==> src/rtl/gomoku_pkg.sv <==
// Shared board geometry, cell colour codes, checker state type and the
// board cell addressing helper used by every board reader.
package gomoku_pkg;

    localparam int BOARD_DIM  = 16;
    localparam int CELL_W     = 2;
    localparam int BOARD_BITS = BOARD_DIM * BOARD_DIM * CELL_W;

    localparam logic [1:0] EMPTY = 2'b00;
    localparam logic [1:0] BLACK = 2'b01;
    localparam logic [1:0] WHITE = 2'b10;

    typedef enum logic [2:0] {
        IDLE,
        SCAN_POS,
        SCAN_NEG,
        JUDGE,
        DONE
    } checkState_t;

    // Linear cell number row*BOARD_DIM+col; the cell occupies CELL_W bits
    // starting at cellIndex*CELL_W in the flattened board vector.
    function automatic logic [7:0] cellIndex(input logic [3:0] row, input logic [3:0] col);
        return 8'(row) * 8'(BOARD_DIM) + 8'(col);
    endfunction

endpackage

==> src/rtl/board_cell_read.sv <==
// Combinational read port into the flattened board vector: selects the
// two-bit colour code of one {row,col} cell.
module board_cell_read
    import gomoku_pkg::*;
(
    input  logic [BOARD_BITS-1:0] board_i,
    input  logic [3:0]            row_i,
    input  logic [3:0]            col_i,
    output logic [CELL_W-1:0]     cell_o
);

    // Wide mux over all cells, addressed by the cell number.
    always_comb begin
        cell_o = board_i[int'(cellIndex(row_i, col_i)) * CELL_W +: CELL_W];
    end

endmodule

==> src/rtl/line_run_check.sv <==
// One-direction win checker. Starting from the just-placed stone it walks
// outwards along +(DX,DY) and then -(DX,DY), counting stones of the placed
// colour, and reports either a win (success) or a hand-over to the next
// direction checker (active_next). The walk only advances while the
// sequencer holds 'active'; 'set' restarts it from a new placed cell.
module line_run_check
    import gomoku_pkg::*;
#(
    parameter int DX      = 1,
    parameter int DY      = 0,
    parameter int WIN_LEN = 5
) (
    input  logic                  clk,
    input  logic                  resetn,
    input  logic                  set,
    input  logic                  active,
    input  logic [7:0]            pointer,
    input  logic [1:0]            chess,
    input  logic [BOARD_BITS-1:0] board,
    output logic                  success,
    output logic                  active_next
);

    // Cursor steps are kept as 5-bit two's complement so that stepping off
    // either edge of the board lands on a value with bit 4 set (-1 or 16),
    // which is how off-board is detected without any wrap-around.
    localparam logic [4:0] STEP_COL = 5'(DX);
    localparam logic [4:0] STEP_ROW = 5'(DY);
    localparam logic [4:0] WIN_C    = 5'(WIN_LEN);

    checkState_t state_q, state_d;
    logic [3:0]  originRow_q, originRow_d;
    logic [3:0]  originCol_q, originCol_d;
    logic [1:0]  colour_q, colour_d;
    logic [4:0]  curRow_q, curRow_d;
    logic [4:0]  curCol_q, curCol_d;
    logic [4:0]  count_q, count_d;
    logic        success_q, success_d;
    logic        activeNext_q, activeNext_d;

    logic [1:0]  cellValue;
    logic        offBoard;
    logic        cellMatch;
    logic        canStep;
    logic [4:0]  originRowExt;
    logic [4:0]  originColExt;

    board_cell_read uCellRead (
        .board_i (board),
        .row_i   (curRow_q[3:0]),
        .col_i   (curCol_q[3:0]),
        .cell_o  (cellValue)
    );

    // Decide whether the cell under the cursor extends the run. An empty
    // placed colour never matches, so an empty "stone" can never win.
    always_comb begin
        originRowExt = {1'b0, originRow_q};
        originColExt = {1'b0, originCol_q};
        offBoard     = curRow_q[4] | curCol_q[4];
        cellMatch    = (colour_q != EMPTY) && (cellValue == colour_q);
        canStep      = !offBoard && cellMatch && (count_q != WIN_C);
    end

    // Next-state and datapath: set restarts everything, otherwise the walk
    // moves one cell per active cycle and freezes while active is low.
    always_comb begin
        state_d      = state_q;
        originRow_d  = originRow_q;
        originCol_d  = originCol_q;
        colour_d     = colour_q;
        curRow_d     = curRow_q;
        curCol_d     = curCol_q;
        count_d      = count_q;
        success_d    = success_q;
        activeNext_d = activeNext_q;

        if (set) begin
            state_d      = IDLE;
            success_d    = 1'b0;
            activeNext_d = 1'b0;
            originRow_d  = pointer[7:4];
            originCol_d  = pointer[3:0];
            colour_d     = chess;
            count_d      = (chess == EMPTY) ? 5'd0 : 5'd1;
        end else if (active) begin
            unique case (state_q)
                IDLE: begin
                    state_d  = SCAN_POS;
                    curRow_d = originRowExt + STEP_ROW;
                    curCol_d = originColExt + STEP_COL;
                end
                SCAN_POS: begin
                    if (canStep) begin
                        count_d  = count_q + 5'd1;
                        curRow_d = curRow_q + STEP_ROW;
                        curCol_d = curCol_q + STEP_COL;
                    end else begin
                        state_d  = SCAN_NEG;
                        curRow_d = originRowExt - STEP_ROW;
                        curCol_d = originColExt - STEP_COL;
                    end
                end
                SCAN_NEG: begin
                    if (canStep) begin
                        count_d  = count_q + 5'd1;
                        curRow_d = curRow_q - STEP_ROW;
                        curCol_d = curCol_q - STEP_COL;
                    end else begin
                        state_d = JUDGE;
                    end
                end
                JUDGE: begin
                    if (count_q >= WIN_C) begin
                        success_d = 1'b1;
                    end else begin
                        activeNext_d = 1'b1;
                    end
                    state_d = DONE;
                end
                DONE: begin
                    state_d = DONE;
                end
                default: begin
                    state_d = IDLE;
                end
            endcase
        end
    end

    // State and datapath registers with asynchronous clear.
    always_ff @(posedge clk or negedge resetn) begin
        if (!resetn) begin
            state_q      <= IDLE;
            originRow_q  <= 4'd0;
            originCol_q  <= 4'd0;
            colour_q     <= EMPTY;
            curRow_q     <= 5'd0;
            curCol_q     <= 5'd0;
            count_q      <= 5'd0;
            success_q    <= 1'b0;
            activeNext_q <= 1'b0;
        end else begin
            state_q      <= state_d;
            originRow_q  <= originRow_d;
            originCol_q  <= originCol_d;
            colour_q     <= colour_d;
            curRow_q     <= curRow_d;
            curCol_q     <= curCol_d;
            count_q      <= count_d;
            success_q    <= success_d;
            activeNext_q <= activeNext_d;
        end
    end

    assign success     = success_q;
    assign active_next = activeNext_q;

endmodule

==> config.mk <==
export PLATFORM = sky130hd
export DESIGN_NAME = line_run_check
export DESIGN_NICKNAME = d
export VERILOG_FILES = /design/src/rtl/gomoku_pkg.sv /design/src/rtl/board_cell_read.sv /design/src/rtl/line_run_check.sv
export SDC_FILE = /design/constraint.sdc
export NUM_CORES = 1
export LEC_CHECK = 0
export CAP_MARGIN = 5
export CORE_AREA = 5 5 201 203
export CTS_CLUSTER_SIZE = 30
export DETAILED_ROUTE_END_ITERATION = 8
export DIE_AREA = 0 0 206 208
export MAX_ROUTING_LAYER = met4
export SLEW_MARGIN = 30
export SYNTH_ARGS = -nofsm -noshare
export SYNTH_HDL_FRONTEND = slang
export SYNTH_SLANG_ARGS = --single-unit
==> constraint.sdc <==
create_clock -name clk -period 3.4 [get_ports clk]
set_clock_uncertainty 0.05 [all_clocks]
set_input_delay 0.34 -clock clk [delete_from_list [all_inputs] [get_ports clk]]
set_output_delay 0.34 -clock clk [all_outputs]
set_load 0.005 [all_outputs]
==> key figures <==
Worst setup path
  • Reg2reg start: curCol_q[0]
  • Crit path kind: reg2reg
  • Critical Path RT: 3530 ps
  • Nature of the critical path endpoint: flop
  • Peak fanout along the critical path: 8
  • Worst setup SP type: flop
  • Arrival time worst endpoint: 3840 ps
  • Worst Reg-to-Reg Cells: 11
  • Flop2flop setup slack: -310 ps
  • Crit Reg-Reg Endpoint: state_q[0]

Clock tree
  • Clock latency on the worst-skew pair: 280 ps
  • Worst-path clk slew: 50 ps
  • TritonCTS buffer count: 5
  • H-tree depth: 2
  • Sinks on Clock Net: 29
  • CTS tree: yes
  • Clock root cell: clkbuf_16
  • Clock Tree Buf Depth: 2
  • Post-CTS Hold Buffers: 0

Pwr
  • Cell Int Power: 4560 uW
  • Combinational power share: 87.1%
  • Clock power frac: 5.6%
  • Switching Fraction: 43.8%
  • Power, Total: 8110 uW
  • Part of the power in registers: 7.3%
  • Leak: 0.00489 uW
  • Power Density: 611 nW/um^2
  • Switch Pwr: 3550 uW
  • Worst vdd ir: 247 uV

Synth
  • Most common flop cell mapped by yosys: dfrtp_1
  • Count leader, synth: mux4_2
  • Ys async rst share: 100%
  • Synth top area share: 38.9%
  • Synthesized area per cell: 11.4 um^2
  • Cells after Synth: 553
  • Mapped Area: 6300 um^2
  • Sequential area share after synthesis: 11.5%
  • Xor and xnor area share after synthesis: 1.39%
  • Top cells by count, synth: 109 x mux4_2, 44 x nand2_1, 29 x dfrtp_1
  • Post-synth cell types: 81
  • Post-synthesis mux area share: 49.9%
  • Post-synth EDFFs: 0
  • Post-synth top area cell: mux4_2
  • Synth area leaders: mux4_2 39%, dfrtp_1 12%, mux2i_1 3.5%, mux2_2 3.4%, mux4_1 2.9%
  • Synth warnings: 0
  • Synth Area in Compound Gates: 15.4%
  • Synth Register Bits: 29
  • Synth Net Count: 1085
  • Main combinational cell family by area after synthesis: multiplexers
  • Adder-Cell Fraction of Synth Area: 1.19%
  • Post-synthesis simple-gate area fraction: 11.9%

Layout
  • P&R area growth vs syn: 111%
  • Final Cell Area: 13300 um^2
  • FILL cells: 3879
  • Layout cells sized above 1: 27.3%
  • Fin nets: 1689

Detailed routing
  • Total Wirelength: 44200 um
  • DR iter-0 viols: 514
  • DRT Pass-1 Iters: 5
  • Routed wire length per instance: 26.1 um
  • Vias per std cell: 4.64
  • Residual DRC: 0
  • Post-DRT Antenna Nets: 0
  • Via count: 7846

Floorplanning
  • FP Rows: 72
  • Die ar.: 42800 um^2
  • Die X: 206 um
  • Core Box Area: 38300 um^2
  • Die Y: 208 um
  • Ports: 528
  • Starting Density: 16.5%

Timing
  • Relative slew slack: 61.3%
  • Setup_tns: -3590 ps
  • Slew Viols, Final: 0
  • Setup ws final: -314 ps
  • Minimum clock period: 3710 ps
  • Max Clk Rate: 0.269 GHz
  • Hold Slack: 414 ps
  • Hold Violations, Final: 0
  • RSZ-0062 raised after global routing: yes
  • Final setup fails: 16
  • Worst slew pin tran: 581 ps
  • Final Cycle Share: 109%

Global routing
  • GRT overflow: 0
  • First-pass GRT wire length: 60600 um
  • Largest net degree at the start of global routing: 30
  • Vias in the first global route: 8607
  • GRT Util Overall: 20.0%
  • Initial antenna violation count: 15

Placed design
  • Port Buffers: 527
  • Hpwl dp: 39400 um
  • Placed instance area: 12900 um^2
  • GP Congestion: 1.00
  • Pre-CTS worst setup slack: -608 ps

Job
  • Max cap viols: 0

Status
  • Status: complete, but fails checks
  • Failing checks: setup timing

Worst hold path
  • Worst min path class: in2async
[routing by layer]
layer | vias to the layer above | track usage (%) | part of all wire [%]
met5 | - | - | 0
met2 | 362 | 35.0 | 52
met3 | 30 | 5.06 | 7.8
li1 | 3551 | - | -
met4 | 0 | 3.74 | 1.2
met1 | 3903 | 23.2 | 39
[worst max-delay path, cell delays in order, from the launching register on]
cell and delay, ps:
dfrtp_4 490, buf_12 150, mux4_2 520, mux4_2 520, and4_4 240, nor4_4 250, o31ai_2 150, o21a_1 230
o211a_4 270, nor2_4 210, mux2_4 320, o41ai_2 190
[power by group through the flow]
stage          Sequential [uW]  Clock (uW)  Combinational, uW
2_1_floorplan              470           0               4030
3_3_place_gp               604           0               6850
3_5_place_dp               607           0               6860
4_1_cts                    595         465               7130
5_1_grt                    609         483               7530
6_report                   589         456               7060
[registers in the layout, indices dropped and copies added (netlist names)]
| register | count |
|---|---|
| active_next | 1 |
| colour_q | 2 |
| count_q | 5 |
| curCol_q | 5 |
| curRow_q | 4 |
| originCol_q | 4 |
| originRow_q | 4 |
| state_q | 3 |
| success | 1 |
[logic make-up after synthesis]
family / after synthesis
simple gates: 144
fa+ha+maj: 6
flops: 29
compound gates: 130
buf+inv: 71
xor+xnor: 10
mux: 163
[placed cells by master (no fill, tap or decap), types with 6 or more instances in the layout]
cell and instances:
a22oi_1 23, a31oi_1 6, mux4_2 113, buf_12 18, o21ai_0 14, inv_1 13, ha_1 6, nand4_1 6
nor2b_1 10, buf_4 106, clkdlybuf4s50_1 527, a21oi_1 17, nor2_1 26, dfrtp_1 25, o22ai_1 6, nand3_1 13
xnor2_1 6, mux2_2 19, or2_2 6, nand2_1 44, mux2i_1 20, diode_2 14
[worst max-delay path by stage]
| stage | from | slack [ps] | endpoint |
|---|---|---|---|
| 2_1_floorplan | curCol_q[0] | -40 | state_q[0] |
| 3_3_place_gp | curCol_q[0] | -630 | count_q[4] |
| 3_5_place_dp | curCol_q[0] | -610 | curRow_q[2] |
| 4_1_cts | curCol_q[0] | -320 | state_q[0] |
| 5_1_grt | curCol_q[0] | -470 | state_q[0] |
| 6_report | curCol_q[0] | -310 | state_q[0] |
[through the flow]
step	util [%]	cells
floorplan	-	553
global placement	33.7	1660
detailed placement	33.7	1660
CTS	34.5	1676
global route	34.7	1690
finish	34.7	1690
[layout make-up]
class | instances | area, um^2 | share of cell area [%]
diodes | 14 | 35.0 | 0.264
clock buffers | 7 | 153 | 1.15
clock inverters | 1 | 5.00 | 0.0377
inverters | 14 | 52.6 | 0.396
multi-input cells | 453 | 5180 | 39.0
flip-flops and latches | 29 | 736 | 5.54
well taps | 518 | 648 | 4.88
repair buffers | 654 | 6460 | 48.7
[timing repair]
action | in CTS | in global routing
buffers inserted | 9 | 0
endpoints found under the setup margin | 16 | 16
pin swaps | 19 | 1
gates resized for setup | 24 | 4
(Power assumes the default switching activity.)
